## config.mk

```make
export PLATFORM = sky130hd
export DESIGN_NAME = lambda_layer_nch
export DESIGN_NICKNAME = d
export VERILOG_FILES = /design/src/rtl/lambda_layer_nch_pkg.sv /design/src/rtl/lambda_layer_nch_isqrt_seq.sv /design/src/rtl/lambda_layer_nch.sv
export SDC_FILE = /design/constraint.sdc
export NUM_CORES = 1
export LEC_CHECK = 0
export ABC_AREA = 0
export CORE_ASPECT_RATIO = 2
export CORE_MARGIN = 5
export CORE_UTILIZATION = 45
export CTS_CLUSTER_DIAMETER = 120
export CTS_CLUSTER_SIZE = 40
export DETAILED_ROUTE_END_ITERATION = 6
export PLACE_DENSITY = 0.7
export SYNTH_ARGS = -nofsm -noshare
export SYNTH_HDL_FRONTEND = slang
export SYNTH_SLANG_ARGS = --single-unit
```

## constraint.sdc

```tcl
create_clock -name clk -period 7.5 [get_ports clk]
set_input_delay 1.5 -clock clk [delete_from_list [all_inputs] [get_ports clk]]
set_output_delay 1.5 -clock clk [all_outputs]
set_load 0.02 [all_outputs]
```

## src/rtl/lambda_layer_nch_pkg.sv

```systemverilog
// lambda_layer_nch_pkg: shared FSM states, LFSR polynomial and signed saturation for the lambda layer
// Contents: state_e (IDLE/SQRT/MAC/DONE), LFSR_MASK, SAT_MAX/SAT_MIN for the default
// 16-bit data width, sat_s() clamps a value to the signed range of a given width.
package lambda_pkg;
  typedef enum logic [1:0] {IDLE, SQRT, MAC, DONE} state_e;
  localparam logic [15:0] LFSR_MASK = 16'hB400;
  localparam int DEF_DATA_W = 16;
  localparam longint SAT_MAX = (longint'(1) << (DEF_DATA_W - 1)) - 1;
  localparam longint SAT_MIN = -(longint'(1) << (DEF_DATA_W - 1));
  function automatic longint sat_s(input longint x, input int w);
    longint hi, lo;
    hi = (longint'(1) << (w - 1)) - 1;
    lo = -hi - 1;
    return x > hi ? hi : x < lo ? lo : x;
  endfunction
endpackage

```

## src/rtl/lambda_layer_nch_isqrt_seq.sv

```systemverilog
// isqrt_seq: restoring integer square root, one root bit per cycle, W cycles per operand
// Ports: clk, reset (sync, active high), start (loads radicand), radicand [2W],
// done (high during the final iteration; root is valid from the next cycle until the next start),
// root [W] = floor(sqrt(radicand)).
module isqrt_seq #(
  parameter int W = 16
) (
  input  logic           clk,
  input  logic           reset,
  input  logic           start,
  input  logic [2*W-1:0] radicand,
  output logic           done,
  output logic [W-1:0]   root
);
  localparam int CW = $clog2(W + 1);
  logic [2*W-1:0] rad_q;
  logic [W+1:0]   rem_q;
  logic [W-1:0]   root_q;
  logic [CW-1:0]  cnt_q;
  logic [W+3:0]   rem_t;
  logic [W+1:0]   trial;
  logic           fit;
  always_comb begin
    rem_t = {rem_q, rad_q[2*W-1 -: 2]};
    trial = {root_q, 2'b01};
    fit   = rem_t >= {2'b00, trial};
  end
  // The remainder never exceeds 2*root, so the subtraction fits in W+2 bits.
  always_ff @(posedge clk) begin
    if (reset) begin
      rad_q  <= '0;
      rem_q  <= '0;
      root_q <= '0;
      cnt_q  <= CW'(W);
    end else if (start) begin
      rad_q  <= radicand;
      rem_q  <= '0;
      root_q <= '0;
      cnt_q  <= '0;
    end else if (cnt_q != CW'(W)) begin
      rad_q  <= rad_q << 2;
      rem_q  <= fit ? rem_t[W+1:0] - trial : rem_t[W+1:0];
      root_q <= {root_q[W-2:0], fit};
      cnt_q  <= cnt_q + 1'b1;
    end
  end
  assign done = cnt_q == CW'(W - 1);
  assign root = root_q;
endmodule

```

## src/rtl/lambda_layer_nch.sv

```systemverilog
// lambda_layer_nch: multi-channel VAE reparameterisation z = mean + sqrt(var) * eps, saturated
// Ports: clk, reset (sync, active high); in_valid/in_ready with packed mean_in/var_in
// (channel 0 in LSBs); out_valid/out_ready with packed lambda_out; busy in SQRT/MAC.
// Build option LAMBDA_LAYER_EXT_EPS_EN: adds eps_in (N_CH*EPS_W, packed signed Q2.FRAC)
// captured at the input handshake and replaces the internal Galois LFSR.
module lambda_layer_nch
  import lambda_pkg::*;
#(
  parameter int          N_CH      = 4,
  parameter int          DATA_W    = 16,
  parameter int          FRAC      = 8,
  parameter int          EPS_W     = FRAC + 2,
  parameter logic [15:0] LFSR_SEED = 16'hACE1
) (
  input  logic                   clk,
  input  logic                   reset,
  input  logic                   in_valid,
  output logic                   in_ready,
  input  logic [N_CH*DATA_W-1:0] mean_in,
  input  logic [N_CH*DATA_W-1:0] var_in,
`ifdef LAMBDA_LAYER_EXT_EPS_EN
  input  logic [N_CH*EPS_W-1:0]  eps_in,
`endif
  output logic                   out_valid,
  input  logic                   out_ready,
  output logic [N_CH*DATA_W-1:0] lambda_out,
  output logic                   busy
);
  localparam int CH_W = N_CH > 1 ? $clog2(N_CH) : 1;
  localparam int PW   = DATA_W + EPS_W + 2;
  state_e                   state_q, state_d;
  logic [CH_W-1:0]          ch_q, ch_d, ch_nx;
  logic [N_CH*DATA_W-1:0]   mean_q, var_q, lambda_q;
  logic                     hs, start, sq_done, last;
  logic [DATA_W-1:0]        std, var_sel;
  logic [2*DATA_W-1:0]      rad;
  logic signed [EPS_W-1:0]  eps;
  logic signed [DATA_W-1:0] mean_ch, z;
  logic signed [PW-1:0]     prod, sum;
  assign hs    = in_valid && in_ready;
  assign last  = ch_q == CH_W'(N_CH - 1);
  assign ch_nx = ch_q + 1'b1;
  // The root unit is loaded on the handshake edge for channel 0 and on each MAC edge for the
  // next channel, so every channel costs exactly DATA_W SQRT cycles plus one MAC cycle.
  assign var_sel = state_q == IDLE ? var_in[DATA_W-1:0] : var_q[ch_nx*DATA_W +: DATA_W];
  assign rad     = (2*DATA_W)'({var_sel, {FRAC{1'b0}}});
  assign start   = hs || (state_q == MAC && !last);
  isqrt_seq #(.W(DATA_W)) u_sqrt (
    .clk     (clk),
    .reset   (reset),
    .start   (start),
    .radicand(rad),
    .done    (sq_done),
    .root    (std)
  );
`ifdef LAMBDA_LAYER_EXT_EPS_EN
  logic [N_CH*EPS_W-1:0] eps_q;
  assign eps = eps_q[ch_q*EPS_W +: EPS_W];
  always_ff @(posedge clk) begin
    if (reset) eps_q <= '0;
    else if (hs) eps_q <= eps_in;
  end
`else
  logic [15:0] lfsr_q, lfsr_d;
  assign eps    = lfsr_q[EPS_W-1:0];
  assign lfsr_d = state_q == MAC ? (lfsr_q >> 1) ^ (lfsr_q[0] ? LFSR_MASK : 16'h0000) : lfsr_q;
  always_ff @(posedge clk) begin
    if (reset) lfsr_q <= LFSR_SEED == 16'h0000 ? 16'h0001 : LFSR_SEED;
    else lfsr_q <= lfsr_d;
  end
`endif
  always_comb begin
    mean_ch = mean_q[ch_q*DATA_W +: DATA_W];
    prod    = $signed(PW'({1'b0, std})) * PW'(eps);
    sum     = PW'(mean_ch) + (prod >>> FRAC);
    z       = DATA_W'(sat_s(longint'(sum), DATA_W));
  end
  always_comb begin
    state_d = state_q;
    ch_d    = ch_q;
    unique case (state_q)
      IDLE: if (in_valid) begin
        state_d = SQRT;
        ch_d    = '0;
      end
      SQRT: if (sq_done) state_d = MAC;
      MAC: begin
        state_d = last ? DONE : SQRT;
        ch_d    = last ? ch_q : ch_nx;
      end
      DONE: if (out_ready) state_d = IDLE;
      default: state_d = IDLE;
    endcase
  end
  always_ff @(posedge clk) begin
    if (reset) begin
      state_q  <= IDLE;
      ch_q     <= '0;
      mean_q   <= '0;
      var_q    <= '0;
      lambda_q <= '0;
    end else begin
      state_q <= state_d;
      ch_q    <= ch_d;
      if (hs) begin
        mean_q <= mean_in;
        var_q  <= var_in;
      end
      if (state_q == MAC) lambda_q[ch_q*DATA_W +: DATA_W] <= z;
    end
  end
  assign in_ready   = state_q == IDLE;
  assign out_valid  = state_q == DONE;
  assign busy       = state_q == SQRT || state_q == MAC;
  assign lambda_out = lambda_q;
endmodule

```

==> flow_summary.toml <==
[detailed_routing]
dr.pass1.iters = 5
wl_mm = 52.9
drc_errors = 0
highest_layer = "met4"
wl_met1_mm = 18.6
vias_per_cell = 5.45
wl_met3_mm = 1.88
first_iter_violations = 758
wl_met2_mm = 30.1
vias = 15800
wl_per_cell_um = 18.2
drtAntennaViolNets = 0

[layout]
multi_input_area_mm2 = 0.0120
fillers = 3595
regArea_mm2 = 0.00556
nets = 2748
antenna_cells = 0
post-route-util_pct = 57.2
final_common_cell = "nand2_1"
final_layout_size_suffix_gt1_share_pct = 15.7
layout_common_cells = "nand2_1, dfxtp_1, a21oi_1"
area_delta_synth_final_pct = 25.7

[power]
total_power_mw = 5.78
p_leak_nw = 9.58
power_density_mw_per_mm2 = 256
ir_drop_v = 0.000240

[cts]
hold_buffers = 0
htree_levels = 1
cts.reportedPaths.clkPinSlew_ps = 150
clk_path_buf_depth = 3
cts_buffers = 10
cts_tree = "yes"
cts.sinks = 275
root_buffer = "clkbuf_16"
insertion_delay_ps = 540

[critical_path]
critical_path.slowest_cell = "fa_2"
crit_type = "flip-flop to flip-flop"
start_kind = "flip-flop"
crit_fanout = 12
cp_common_cell = "fa_1"
max_stage_delay_ps = 560
cp.required_ps = 7930
critical_path.endpoint_type = "flip-flop"
crit_arrival_ps = 7970

[grt]
grt.overflow.total = 0
grt_pass1_wl_mm = 84.1
grt_pass1_vias = 16500
antenna_found_initial = 0
grt_max_degree = 93
grt_use_total_pct = 23.6

[logic_synthesis]
netlist_area_mm2 = 0.0180
netlist_instances = 2105
yosysSeqAreaShare_pct = 30.6
synth_fa_ha_area_share_pct = 21.3
synth_warnings = 0
synth_cell_type_count = 69
async_flop_share_pct = 0
synth-main-ff-cell = "dfxtp_1"
synth-simple-area-share_pct = 18.1
synth_compound_area_share_pct = 15.6
synth_seq_cells = 275
synth_nets = 2476
synth_mux_area_share_pct = 5.29
synthXorXnorAreaFrac_pct = 2.53
synth_edf_count = 0
synth_top_family_by_area = "adder cells"
syn_avg_cell_area_um2 = 8.55

[die]
io_pins = 199
start_util_pct = 45.5
fp-row-count = 103
dieArea_mm2 = 0.0443
core_area_mm2 = 0.0396
chipHeight_um = 293
die_w_um = 151

[sta]
fmax_mhz = 133
skew_ps = 34.5
finalWorstSetupSlack_ps = -45.4
relSlewSlack_pct = 15.0
setup_viol = 12
rsz0062_at_grt = "true"
finalCriticalPeriod_ps = 7550
finalHoldViolCount = 0
worst_pin_slew_ps = 1260
min_period_over_period_pct = 101
slew_viol_final = 0

[run]
max_cap_violations = 0

[hold_path]
hp-class = "flip-flop to flip-flop"

[placed_design]
dp_hpwl_mm = 40.7
gp_congestion = 0.921
port_buffers = 198

[status]
violations = "setup timing"
status = "finished, violations left"
## flip-flops by register name, indices dropped and copies added, names as in the netlist
| register | cells |
|---|---|
| lambda_out | 64 |
| mean_q | 64 |
| var_q | 64 |
| u_sqrt.rad_q | 24 |
| u_sqrt.rem_q | 18 |
| lfsr_q | 16 |
| u_sqrt.root | 16 |
| u_sqrt.cnt_q | 5 |
| ch_q | 2 |
| state_q | 2 |
## layer usage
layer  vias to the layer above  global-route usage, %
met2                       399                   46.4
met3                       115                   1.97
met5                         -                      0
met1                      7698                   24.7
met4                         0                   9.92
li1                       7613                      -
## through the flow
step,area (µm²),cells,setup WS (ps),TNS (ps),hold WS (ps)
2_1_floorplan,18000,2105,9.19,0,432
3_3_place_gp,21400,2854,-926,-52310,436
3_5_place_dp,21400,2854,-952,-52970,445
4_1_cts,22400,2896,12.0,0,460
5_1_grt,22600,2902,-271,-11560,477
6_report,22600,2902,-45.4,-223,457
## worst paths after layout
kind	start	end	slack, ps	depth (start not counted)
worst max-delay path	lfsr_q[4]	lambda_out[32]	-50	29
worst min-delay path	u_sqrt.rad_q[25]	u_sqrt.rad_q[27]	460	2
worst max register to register	lfsr_q[4]	lambda_out[32]	-50	29
worst min register to register	u_sqrt.rad_q[25]	u_sqrt.rad_q[27]	460	2
## synth_stat cells, types with 13 or more instances
master	instances	area [µm²]
dfxtp_1	275	5510
nor2b_1	39	244
fa_1	111	2220
xnor2_1	32	280
mux4_2	32	721
nand3_1	13	65.1
nor2_1	44	165
xor2_1	20	175
a21oi_1	217	1090
o21ai_0	49	245
mux2i_1	22	220
and2_1	65	407
a221o_1	36	360
a21o_1	17	128
ha_1	128	1600
a311oi_1	16	140
inv_1	178	668
clkbuf_1	115	432
o211ai_1	19	143
nor3_1	23	115
nand2_1	482	1810
a211oi_1	26	195
## power by group
part	internal, mW	total [mW]	switching, mW
Clock	0.268	0.728	0.460
Combinational	1.34	3.19	1.85
Sequential	1.70	1.87	0.169
Total	3.31	5.78	2.48
## cells by family after synthesis
kind of cell | count (synthesis)
AO/OA/AOI/OAI | 443
XOR/XNOR | 52
adder cells (fa/ha/maj) | 239
buffers and inverters | 311
flip-flops | 275
multiplexers | 55
AND/OR/NAND/NOR | 730
## timing repair
action | in CTS | in global routing
setup buffers | 25 | 6
pin swaps | 83 | 43
gates cloned | 6 | 0
gates resized for setup | 136 | 49
endpoints found under the setup margin | 64 | 61
## area by class of cell
cell class                 instances  share of cell area [%]
tap                              525                    2.90
timing repair buffer             387                    15.3
clock inverter                     1                  0.0332
sequential                       275                    24.6
multi-input combinational       1525                    53.0
clock buffer                      11                    1.22
inverter                         178                    2.95
## critical path: cells and delay by family, from the launching register on
kind                       cells  cell delay (ps)
xor gates and xnor gates       1              160
buffers and inverters          5              620
adders and majority gates      7             3070
DFF                            1              370
and+or+nand+nor                7             1130
AOI/OAI and AO/OA              9             2060
(Power assumes the default switching activity.)
